[src/rtl/multi_timekeeper.sv]
// -----------------------------------------------------------------------------
// multi_timekeeper
//   A bank of independent programmable timer channels sharing one prescaler.
//   Each channel is IDLE, RUN or DONE. It counts prescaled steps up to its
//   stored period and then raises a sticky tick and a one-cycle pulse. The
//   channel either reloads (periodic mode) or stops in DONE (one-shot mode).
//
// Parameters
//   Channels : number of timer channels (1..16)
//   Width    : counter / period width in bits
//   Prescale : clk cycles per timer step (>= 1)
//
// Ports
//   clk          : system clock, rising edge
//   res          : asynchronous active-low reset
//   cfg_we       : configuration write strobe
//   cfg_ch       : channel addressed by the write
//   cfg_period   : timer steps per expiry (0 keeps the channel IDLE)
//   cfg_periodic : 1 = auto-reload, 0 = one-shot
//   cfg_en       : 1 = start the channel, 0 = stop it
//   ack          : per-channel clear of the sticky tick
//   irq_mask     : per-channel interrupt enable
//   tick         : sticky expiry flags
//   pulse        : one-cycle expiry strobes
//   busy         : channel is in RUN
//   irq          : OR of tick & irq_mask
// -----------------------------------------------------------------------------
module multi_timekeeper #(
    parameter int Channels = 4,
    parameter int Width    = 32,
    parameter int Prescale = 1,
    localparam int ChW     = (Channels > 1) ? $clog2(Channels) : 1
) (
    input  logic                clk,
    input  logic                res,
    input  logic                cfg_we,
    input  logic [ChW-1:0]      cfg_ch,
    input  logic [Width-1:0]    cfg_period,
    input  logic                cfg_periodic,
    input  logic                cfg_en,
    input  logic [Channels-1:0] ack,
    input  logic [Channels-1:0] irq_mask,
    output logic [Channels-1:0] tick,
    output logic [Channels-1:0] pulse,
    output logic [Channels-1:0] busy,
    output logic                irq
);

    localparam int PsW = (Prescale > 1) ? $clog2(Prescale) : 1;

    typedef enum logic [1:0] {
        IDLE = 2'd0,
        RUN  = 2'd1,
        DONE = 2'd2
    } state_t;

    // -------------------------------------------------------------------------
    // Shared prescaler. Any configuration write realigns it to phase 0 so the
    // written channel expires exactly period*Prescale cycles after the write.
    // -------------------------------------------------------------------------
    logic [PsW-1:0] presc_q;
    logic [PsW-1:0] presc_d;
    logic           step;

    assign step = (presc_q == PsW'(Prescale - 1));

    always_comb begin
        presc_d = presc_q + PsW'(1);
        if (cfg_we || step) begin
            presc_d = '0;
        end
    end

    always_ff @(posedge clk or negedge res) begin
        if (!res) begin
            presc_q <= '0;
        end else begin
            presc_q <= presc_d;
        end
    end

    // -------------------------------------------------------------------------
    // Timer channels
    // -------------------------------------------------------------------------
    for (genvar gi = 0; gi < Channels; gi++) begin : g_ch
        state_t           state_q, state_d;
        logic [Width-1:0] count_q, count_d;
        logic [Width-1:0] period_q, period_d;
        logic             periodic_q, periodic_d;
        logic             tick_q, tick_d;
        logic             pulse_q, pulse_d;
        logic             wr;
        logic             expire;

        assign wr     = cfg_we && (cfg_ch == ChW'(gi));
        // RUN is only entered with a non-zero period, so period_q-1 is safe.
        assign expire = (state_q == RUN) && step &&
                        (count_q == period_q - Width'(1));

        always_comb begin
            state_d    = state_q;
            count_d    = count_q;
            period_d   = period_q;
            periodic_d = periodic_q;
            tick_d     = tick_q;
            pulse_d    = 1'b0;

            if (wr) begin
                // A write overrides everything, including a coincident expiry.
                period_d   = cfg_period;
                periodic_d = cfg_periodic;
                count_d    = '0;
                tick_d     = 1'b0;
                state_d    = (cfg_en && (cfg_period != '0)) ? RUN : IDLE;
            end else begin
                if (ack[gi]) begin
                    tick_d = 1'b0;
                end
                if (expire) begin
                    // Set beats a simultaneous ack.
                    tick_d  = 1'b1;
                    pulse_d = 1'b1;
                    if (periodic_q) begin
                        count_d = '0;
                    end else begin
                        state_d = DONE;
                    end
                end else if ((state_q == RUN) && step) begin
                    count_d = count_q + Width'(1);
                end
            end
        end

        always_ff @(posedge clk or negedge res) begin
            if (!res) begin
                state_q    <= IDLE;
                count_q    <= '0;
                period_q   <= '0;
                periodic_q <= 1'b0;
                tick_q     <= 1'b0;
                pulse_q    <= 1'b0;
            end else begin
                state_q    <= state_d;
                count_q    <= count_d;
                period_q   <= period_d;
                periodic_q <= periodic_d;
                tick_q     <= tick_d;
                pulse_q    <= pulse_d;
            end
        end

        assign tick[gi]  = tick_q;
        assign pulse[gi] = pulse_q;
        assign busy[gi]  = (state_q == RUN);
    end

    assign irq = |(tick & irq_mask);

endmodule

[config.mk]
export PLATFORM = sky130hd
export DESIGN_NAME = multi_timekeeper
export DESIGN_NICKNAME = d
export VERILOG_FILES = /design/src/rtl/multi_timekeeper.sv
export SDC_FILE = /design/constraint.sdc
export NUM_CORES = 1
export LEC_CHECK = 0
export CAP_MARGIN = 20
export CORE_ASPECT_RATIO = 0.7
export CORE_UTILIZATION = 60
export CTS_CLUSTER_SIZE = 10
export DETAILED_ROUTE_END_ITERATION = 8
export HOLD_SLACK_MARGIN = 0.03
export PLACE_DENSITY = 0.78
export REMOVE_ABC_BUFFERS = 1
export SYNTH_ARGS = -nofsm -noshare
export SYNTH_HDL_FRONTEND = slang
export SYNTH_SLANG_ARGS = --single-unit
[constraint.sdc]
create_clock -name clk -period 9.49 [get_ports clk]
set_clock_uncertainty 0.1 [all_clocks]
set_input_delay 0.949 -clock clk [delete_from_list [all_inputs] [get_ports clk]]
set_output_delay 0.949 -clock clk [all_outputs]
set_load 0.005 [all_outputs]
**Word level (Yosys, flattened, before mapping)**

Index checks and enable logic that the tools add are counted.
Widths: inputs -> output; s select.

- Bitwise operators: 2
- Add/sub/neg operators: 9
- Reduce and logical (&&, ||, !) cells: 37
- Multiplexer cells: 50
- Eq/ne operators: 19

Operator list:

| kind | number |
|---|---|
| $mux 32 | 16 |
| $add 32x1->32 const B | 4 |
| $eq 32x32->1 | 4 |
| $sub 32x1->32 const B | 4 |
| $reduce_bool 32->1 | 1 |
| $mux 2 | 12 |
| $reduce_bool 3->1 | 8 |
| $mux 1 | 22 |
| $reduce_and 2->1 | 8 |
| $logic_and 1x1->1 | 13 |
| $ne 3x3->1 const B | 4 |
| $eq 2x1->1 const B | 5 |
| $ne 2x1->1 const B | 4 |
| $reduce_bool 2->1 | 4 |
| $and 4x4->4 | 1 |
| $eq 2x2->1 const B | 2 |
| $reduce_or 4->1 | 1 |
| $logic_not 2->1 | 1 |
| $add 1x1->1 const B | 1 |
| $logic_or 1x1->1 | 1 |
| $not 1->1 | 1 |

- Register bits: 277
- Output and inout bits: 13
- Input port bits: 47
- Word-level logic and storage cells: 142

**Logic depth before layout (Yosys ltp)**

- Word-level depth: 5
- Depth in mapped cells: 15
- Depth with buffers taken out: 12

**Least setup slack after synthesis**

OpenSTA, ideal clock, no wires.

- Path kind: reg2reg
- From: register g_ch[1].period_q[0]
- To: register g_ch[1].count_q[18]
- Buffers on the path: 0
- Arrival: 3.640 ns
- Clock period less this slack: 3.866 ns
- Slack: 5.624 ns
- Library setup time: 0.126 ns
- Cell stages (with the launch flop): 12
- Required time: 9.264 ns
- Cell sequence: dfrtp_1 > inv_1 > ha_1 > or3b_1 > or4b_1 > o31ai_1 > o21ai_1 > or4_1 > or4_4 > or3_1 > and4_1 > a221o_1

- Longest elaborated chain between the ends: 5
- Elaborated cells on any way between the ends: 8
- Classes of those cells: add/sub: 1; eq/ne: 2; mux: 2; reduce/logical: 3

Ends and longest elaborated chain:

| element | RTL line | source |
|---|---|---|
| from (decl) | 88 | `logic [Width-1:0] period_q, period_d;` |
| from (signal assigned) | 145 | `period_q <= period_d;` |
| $sub 32x1->32 * | 98 | `(count_q == period_q - Width'(1));` |
| $eq 32x32->1 * | 98 |  |
| $logic_and 1x1->1 * | 97 | `assign expire = (state_q == RUN) && step &&` |
| $ne 3x3->1 (no line) (tied with other cells) | - |  |
| $reduce_and 2->1 (no line) / $mux 32 (equally long branches) | - |  |
| to (signal assigned) | 144 | `count_q <= count_d;` |
| to (decl) | 87 | `logic [Width-1:0] count_q, count_d;` |

Mark *: on every way between the ends. The rest lies on a longest branch, timed or not.
A chain may end at the register's enable or synchronous reset.

**Worst setup path after layout**

- From: register g_ch[2].period_q[0]
- To: register g_ch[2].count_q[4]

- Longest elaborated chain between the ends: 5
- Elaborated cells on any way between the ends: 8
- Classes of those cells: add/sub: 1; eq/ne: 2; mux: 2; reduce/logical: 3

Ends and longest elaborated chain:

| element | RTL line |
|---|---|
| from (decl) | 88 |
| from (signal assigned) | 145 |
| $sub 32x1->32 * | 98 |
| $eq 32x32->1 * | 98 |
| $logic_and 1x1->1 * | 97 |
| $ne 3x3->1 (no line) (tied with other cells) | - |
| $reduce_and 2->1 (no line) / $mux 32 (equally long branches) | - |
| to (signal assigned) | 144 |
| to (decl) | 87 |

Marked as above.

==> summary by stage <==
STA
The total setup violations reported at the end of the flow is 0. The actual slew at the worst max-slew pin is approximately 1.1 ns. For the final routed database, the setup TNS stands at 0 ns. In this run the tightest slew margin relative to its limit is between 20 and 30%.

The smallest setup slack after layout is around 4.7 ns. Setup repair after global routing left no endpoint under its margin. The number of endpoints with negative hold slack in the final report came to 0. The maximum frequency from static timing analysis is 208.2 MHz. The routed design could run at a clock period as short as approximately 4.8 ns. The number of pins with negative max-slew slack in the final report is 0. The period utilization is 50.62%.

Clock network
After clock tree synthesis, the flow added hold-fix buffers numbering 0. The total number of clock tree sinks is between 200 and 300. The number of buffers inserted to repair setup after CTS is 0. The buffer depth of the longest clock path is 3.

TritonCTS built the clock tree. The clock transition at the registers of the reported paths is 0.06 ns. The clock buffer count from CTS is 31. The CTS H-tree depth is 1. The source-to-sink clock delay at the later pin of the worst-skew pair is slightly below 0.6 ns. The number of gates resized after CTS is 0. The cell at the root of the clock tree is sky130_fd_sc_hd__clkbuf_16.

GRT
The global router's overall resource usage is about 34%. The initial antenna violation count is 0. After global routing the overflow that remains totals 0.

The first-pass GRT wire length is slightly above 80000 um. The number of global-route vias before repair is 15270. Global routing consumed, on the met1 layer, 52.40% of the routing resources. The global-route track usage on met3 is 5.821%. In this run the most used layer during global routing was met1.

Entering global routing, the biggest net connects about 150 pins. The routing usage on met2 is between 40% and 50%.

Synth
Counting flops with a built-in enable in the synthesized netlist gives 0. The cell area that synthesis handed to floorplanning was between 15000 and 20000 um^2. In the synthesized netlist the dominant register cell turns out to be sky130_fd_sc_hd__dfrtp_1. The async set or reset register ratio after synthesis is 100.0%. The total number of yosys warnings is 0. A synthesized cell averages 8.144 um^2. The synthesized design contains 277 register bits.

The number of library cell types mapped by synthesis is between 100 and 150. Counting every instance in the synthesized netlist gives 2225. The share of the Yosys chip area taken by registers is about two fifths.

Critical path
The required time of the worst setup path is 9.84 ns. STA classifies the critical path endpoint as a flip-flop. The worst reg2reg path startpoint is g_ch[2].period_q[0]. The worst register-to-register path ends at g_ch[2].count_q[4].

Data on the critical path arrives at its endpoint at between 5 and 6 ns. The maximum net fanout on the critical path is 34. The kind of start point of the critical path is a flip-flop. The number of cells on the worst reg-to-reg path is 13. The setup path with the least slack is of type flip-flop to flip-flop. In this run the register-to-register setup slack is ~4.7 ns.

Detailed routing
The first-pass iteration count of the detailed router is 6. The remaining number of nets flagged by the antenna check after routing is 0. The per-cell routed wire length is between 20 and 25 um. The detailed router placed approximately 17000 vias in this run. For this run, design rule violations remaining after detail routing come to 0. After the first detailed-routing iteration, the DRC count stood at 1814.

Wires add up to just over 50000 um. The ratio of routed vias to standard cells is roughly 6.5.

Floorplanning
The die covers just over 30000 um^2. From bottom edge to top edge, the die measures between 100 and 150 um. The floorplan row count is 52.

The die span in x is 209.7 um. For this configuration, the core starts out at a cell density of between 60 and 70%. For this design the top-level I/O count stands at 60. In this run the standard cell core region covers 29280 um^2.

Power
The total power after layout is 3.291 mW. The analysis attributes to cell leakage a power of between 8 and 9 nW. The worst-case IR drop observed on VDD is between 100 and 150 uV. Power spread over the standard cell area amounts to around 170 nW/um^2.

Final layout
Once layout is complete, the utilization of the core stands at approximately two thirds. Fill cells in the final layout number around 2400. The area growth from synthesis to layout is 7.740%. The diode insertion count for antenna repair is 0. The final net count is around 2300. Cells with a size suffix above 1 make up under 10% of the layout.

Place
Detailed placement finished with a half-perimeter wire length of between 30000 and 40000 um. Before CTS, the worst setup slack after placement is around 4.5 ns. The congestion estimate from routability-driven global placement came to about 0.99. The count of buffers added on input and output ports is 59.

Run status
The run finished with clean final reports.

Worst hold path
The class of the tightest hold or removal check is input pin to asynchronous set/reset pin.

Run
The tool flagged a number of max-cap violations equal to 0.
## cell families after synthesis
family                   Yosys count  share of synthesized area [%]
adder cells (fa/ha/maj)            8                         0.5524
buffers and inverters            166                          4.433
AND/OR/NAND/NOR                 1200                          33.56
flip-flops                       277                          38.25
multiplexers                      15                         0.8700
other                              1                        0.02069
AO/OA/AOI/OAI                    393                          14.34
XOR/XNOR                         165                          7.975
## metal layers
metal  part of all wire [%]  up-vias
met1                     46     8176
met3                    9.3       96
met2                     42      728
met5                      0        -
met4                    3.1        0
li1                       -     7907
## sequential cells by signal (all words and copies together), names as in the netlist
| signal | count |
|---|---|
| g_ch.period_q | 128 |
| presc_q | 1 |
| g_ch.tick_q | 4 |
| g_ch.state_q | 8 |
| g_ch.periodic_q | 4 |
| g_ch.count_q | 128 |
| g_ch.pulse_q | 4 |
## placed cells by master (no fill, tap or decap), types with 47 or more instances in the layout
master                            synthesis  routed
sky130_fd_sc_hd__xor2_1                  59      59
sky130_fd_sc_hd__clkdlybuf4s50_1          0      58
sky130_fd_sc_hd__nand3_1                 84      84
sky130_fd_sc_hd__o21ai_1                 53      53
sky130_fd_sc_hd__o21ai_0                 67      67
sky130_fd_sc_hd__a21oi_1                 80      80
sky130_fd_sc_hd__nand2_1                484     484
sky130_fd_sc_hd__nand4_1                 49      49
sky130_fd_sc_hd__dfrtp_1                277     277
sky130_fd_sc_hd__inv_1                   47      47
sky130_fd_sc_hd__nor3_1                  72      72
sky130_fd_sc_hd__nor4_1                  56      56
sky130_fd_sc_hd__xnor2_1                106     106
sky130_fd_sc_hd__and3_1                  47      47
sky130_fd_sc_hd__nor2_1                 140     139
sky130_fd_sc_hd__or3_1                   59      59
## area by class of cell
cell class / count / area [um^2] / area share [%]
clock buffers: 34 / 787.0 / 4.031
clock inverters: 1 / 8.758 / 0.04486
inverters: 47 / 176.4 / 0.9036
repair buffers: 74 / 740.7 / 3.794
well taps: 378 / 473.0 / 2.422
flip-flops and latches: 277 / 6932 / 35.50
multi-input cells: 1782 / 10410 / 53.30
## Yosys cell counts (8+ instances only)
cell                       count  area share, %
sky130_fd_sc_hd__o21a_1       10           0.41
sky130_fd_sc_hd__dfrtp_1     277             38
sky130_fd_sc_hd__o211ai_1     16           0.66
sky130_fd_sc_hd__o21ai_0      67            1.9
sky130_fd_sc_hd__or3_1        59            2.0
sky130_fd_sc_hd__nand3_1      84            2.3
sky130_fd_sc_hd__a311oi_1      9           0.44
sky130_fd_sc_hd__buf_1         9           0.19
sky130_fd_sc_hd__and3_1       47            1.6
sky130_fd_sc_hd__ha_1          8           0.55
sky130_fd_sc_hd__mux2i_1       9           0.50
sky130_fd_sc_hd__xnor2_1     106            5.1
sky130_fd_sc_hd__nor2_1      140            2.9
sky130_fd_sc_hd__a31oi_1      10           0.35
sky130_fd_sc_hd__or2_2        13           0.45
sky130_fd_sc_hd__buf_2        10           0.28
sky130_fd_sc_hd__nand4_1      49            1.7
sky130_fd_sc_hd__nor3_1       72            2.0
sky130_fd_sc_hd__nand2_1     484             10
sky130_fd_sc_hd__clkbuf_1     72            1.5
sky130_fd_sc_hd__inv_1        47           0.97
sky130_fd_sc_hd__buf_4        14           0.58
sky130_fd_sc_hd__buf_6         9           0.56
sky130_fd_sc_hd__a21oi_1      80            2.2
sky130_fd_sc_hd__xor2_1       59            2.9
sky130_fd_sc_hd__a21o_1       14           0.58
sky130_fd_sc_hd__nor4_1       56            1.9
sky130_fd_sc_hd__o31ai_1      25            1.0
sky130_fd_sc_hd__nand2b_1     22           0.76
sky130_fd_sc_hd__a211oi_1     12           0.50
sky130_fd_sc_hd__nor2b_1      27           0.93
sky130_fd_sc_hd__nor3b_1      20           0.83
sky130_fd_sc_hd__or4_1        40            1.7
sky130_fd_sc_hd__nand4b_1     10           0.48
sky130_fd_sc_hd__o21ai_1      53            1.5
sky130_fd_sc_hd__and2_1        8           0.28
## metrics by stage
step / hold WS, ns / instance area, um^2 / cells
floorplan: 0.3515 / 17490 / 2106
global placement: 0.3817 / 18700 / 2557
detailed placement: 0.3908 / 18700 / 2557
CTS: 0.4042 / 19500 / 2592
global route: 0.4274 / 19520 / 2593
finish: 0.3264 / 19520 / 2593
## how the worst max path moves through the flow
stage	startpoint	end	slack, ns	cells past startpoint
6_report	g_ch[2].period_q[0]	g_ch[2].count_q[4]	4.69	13
5_1_grt	g_ch[2].period_q[0]	g_ch[2].count_q[4]	4.39	13
4_1_cts	g_ch[2].period_q[0]	g_ch[2].count_q[4]	4.47	12
3_5_place_dp	g_ch[2].period_q[0]	g_ch[2].count_q[4]	4.49	12
3_3_place_gp	g_ch[2].period_q[0]	g_ch[2].count_q[4]	4.62	12
2_1_floorplan	cfg_ch[0]	g_ch[0].count_q[31]	4.47	4
## power breakdown
part | internal (mW) | total, mW | switching [mW]
clock | 0.573 | 1.03 | 0.462
sequential | 1.30 | 1.52 | 0.220
combinational | 0.303 | 0.737 | 0.434
## critical path, cell delays in order, from the launching register on
cell and delay, ns:
sky130_fd_sc_hd__dfrtp_1 0.43, sky130_fd_sc_hd__inv_1 0.10, sky130_fd_sc_hd__ha_1 0.19, sky130_fd_sc_hd__nor3b_2 0.66, sky130_fd_sc_hd__nand3_1 0.30, sky130_fd_sc_hd__or2_1 0.32, sky130_fd_sc_hd__or4_1 0.47, sky130_fd_sc_hd__a211oi_1 0.31
sky130_fd_sc_hd__o21ai_1 0.09, sky130_fd_sc_hd__or4_1 0.57, sky130_fd_sc_hd__a21oi_4 0.59, sky130_fd_sc_hd__buf_16 0.25, sky130_fd_sc_hd__or2_2 0.18, sky130_fd_sc_hd__o21ai_0 0.11
Power figures use the tool's default switching activity.
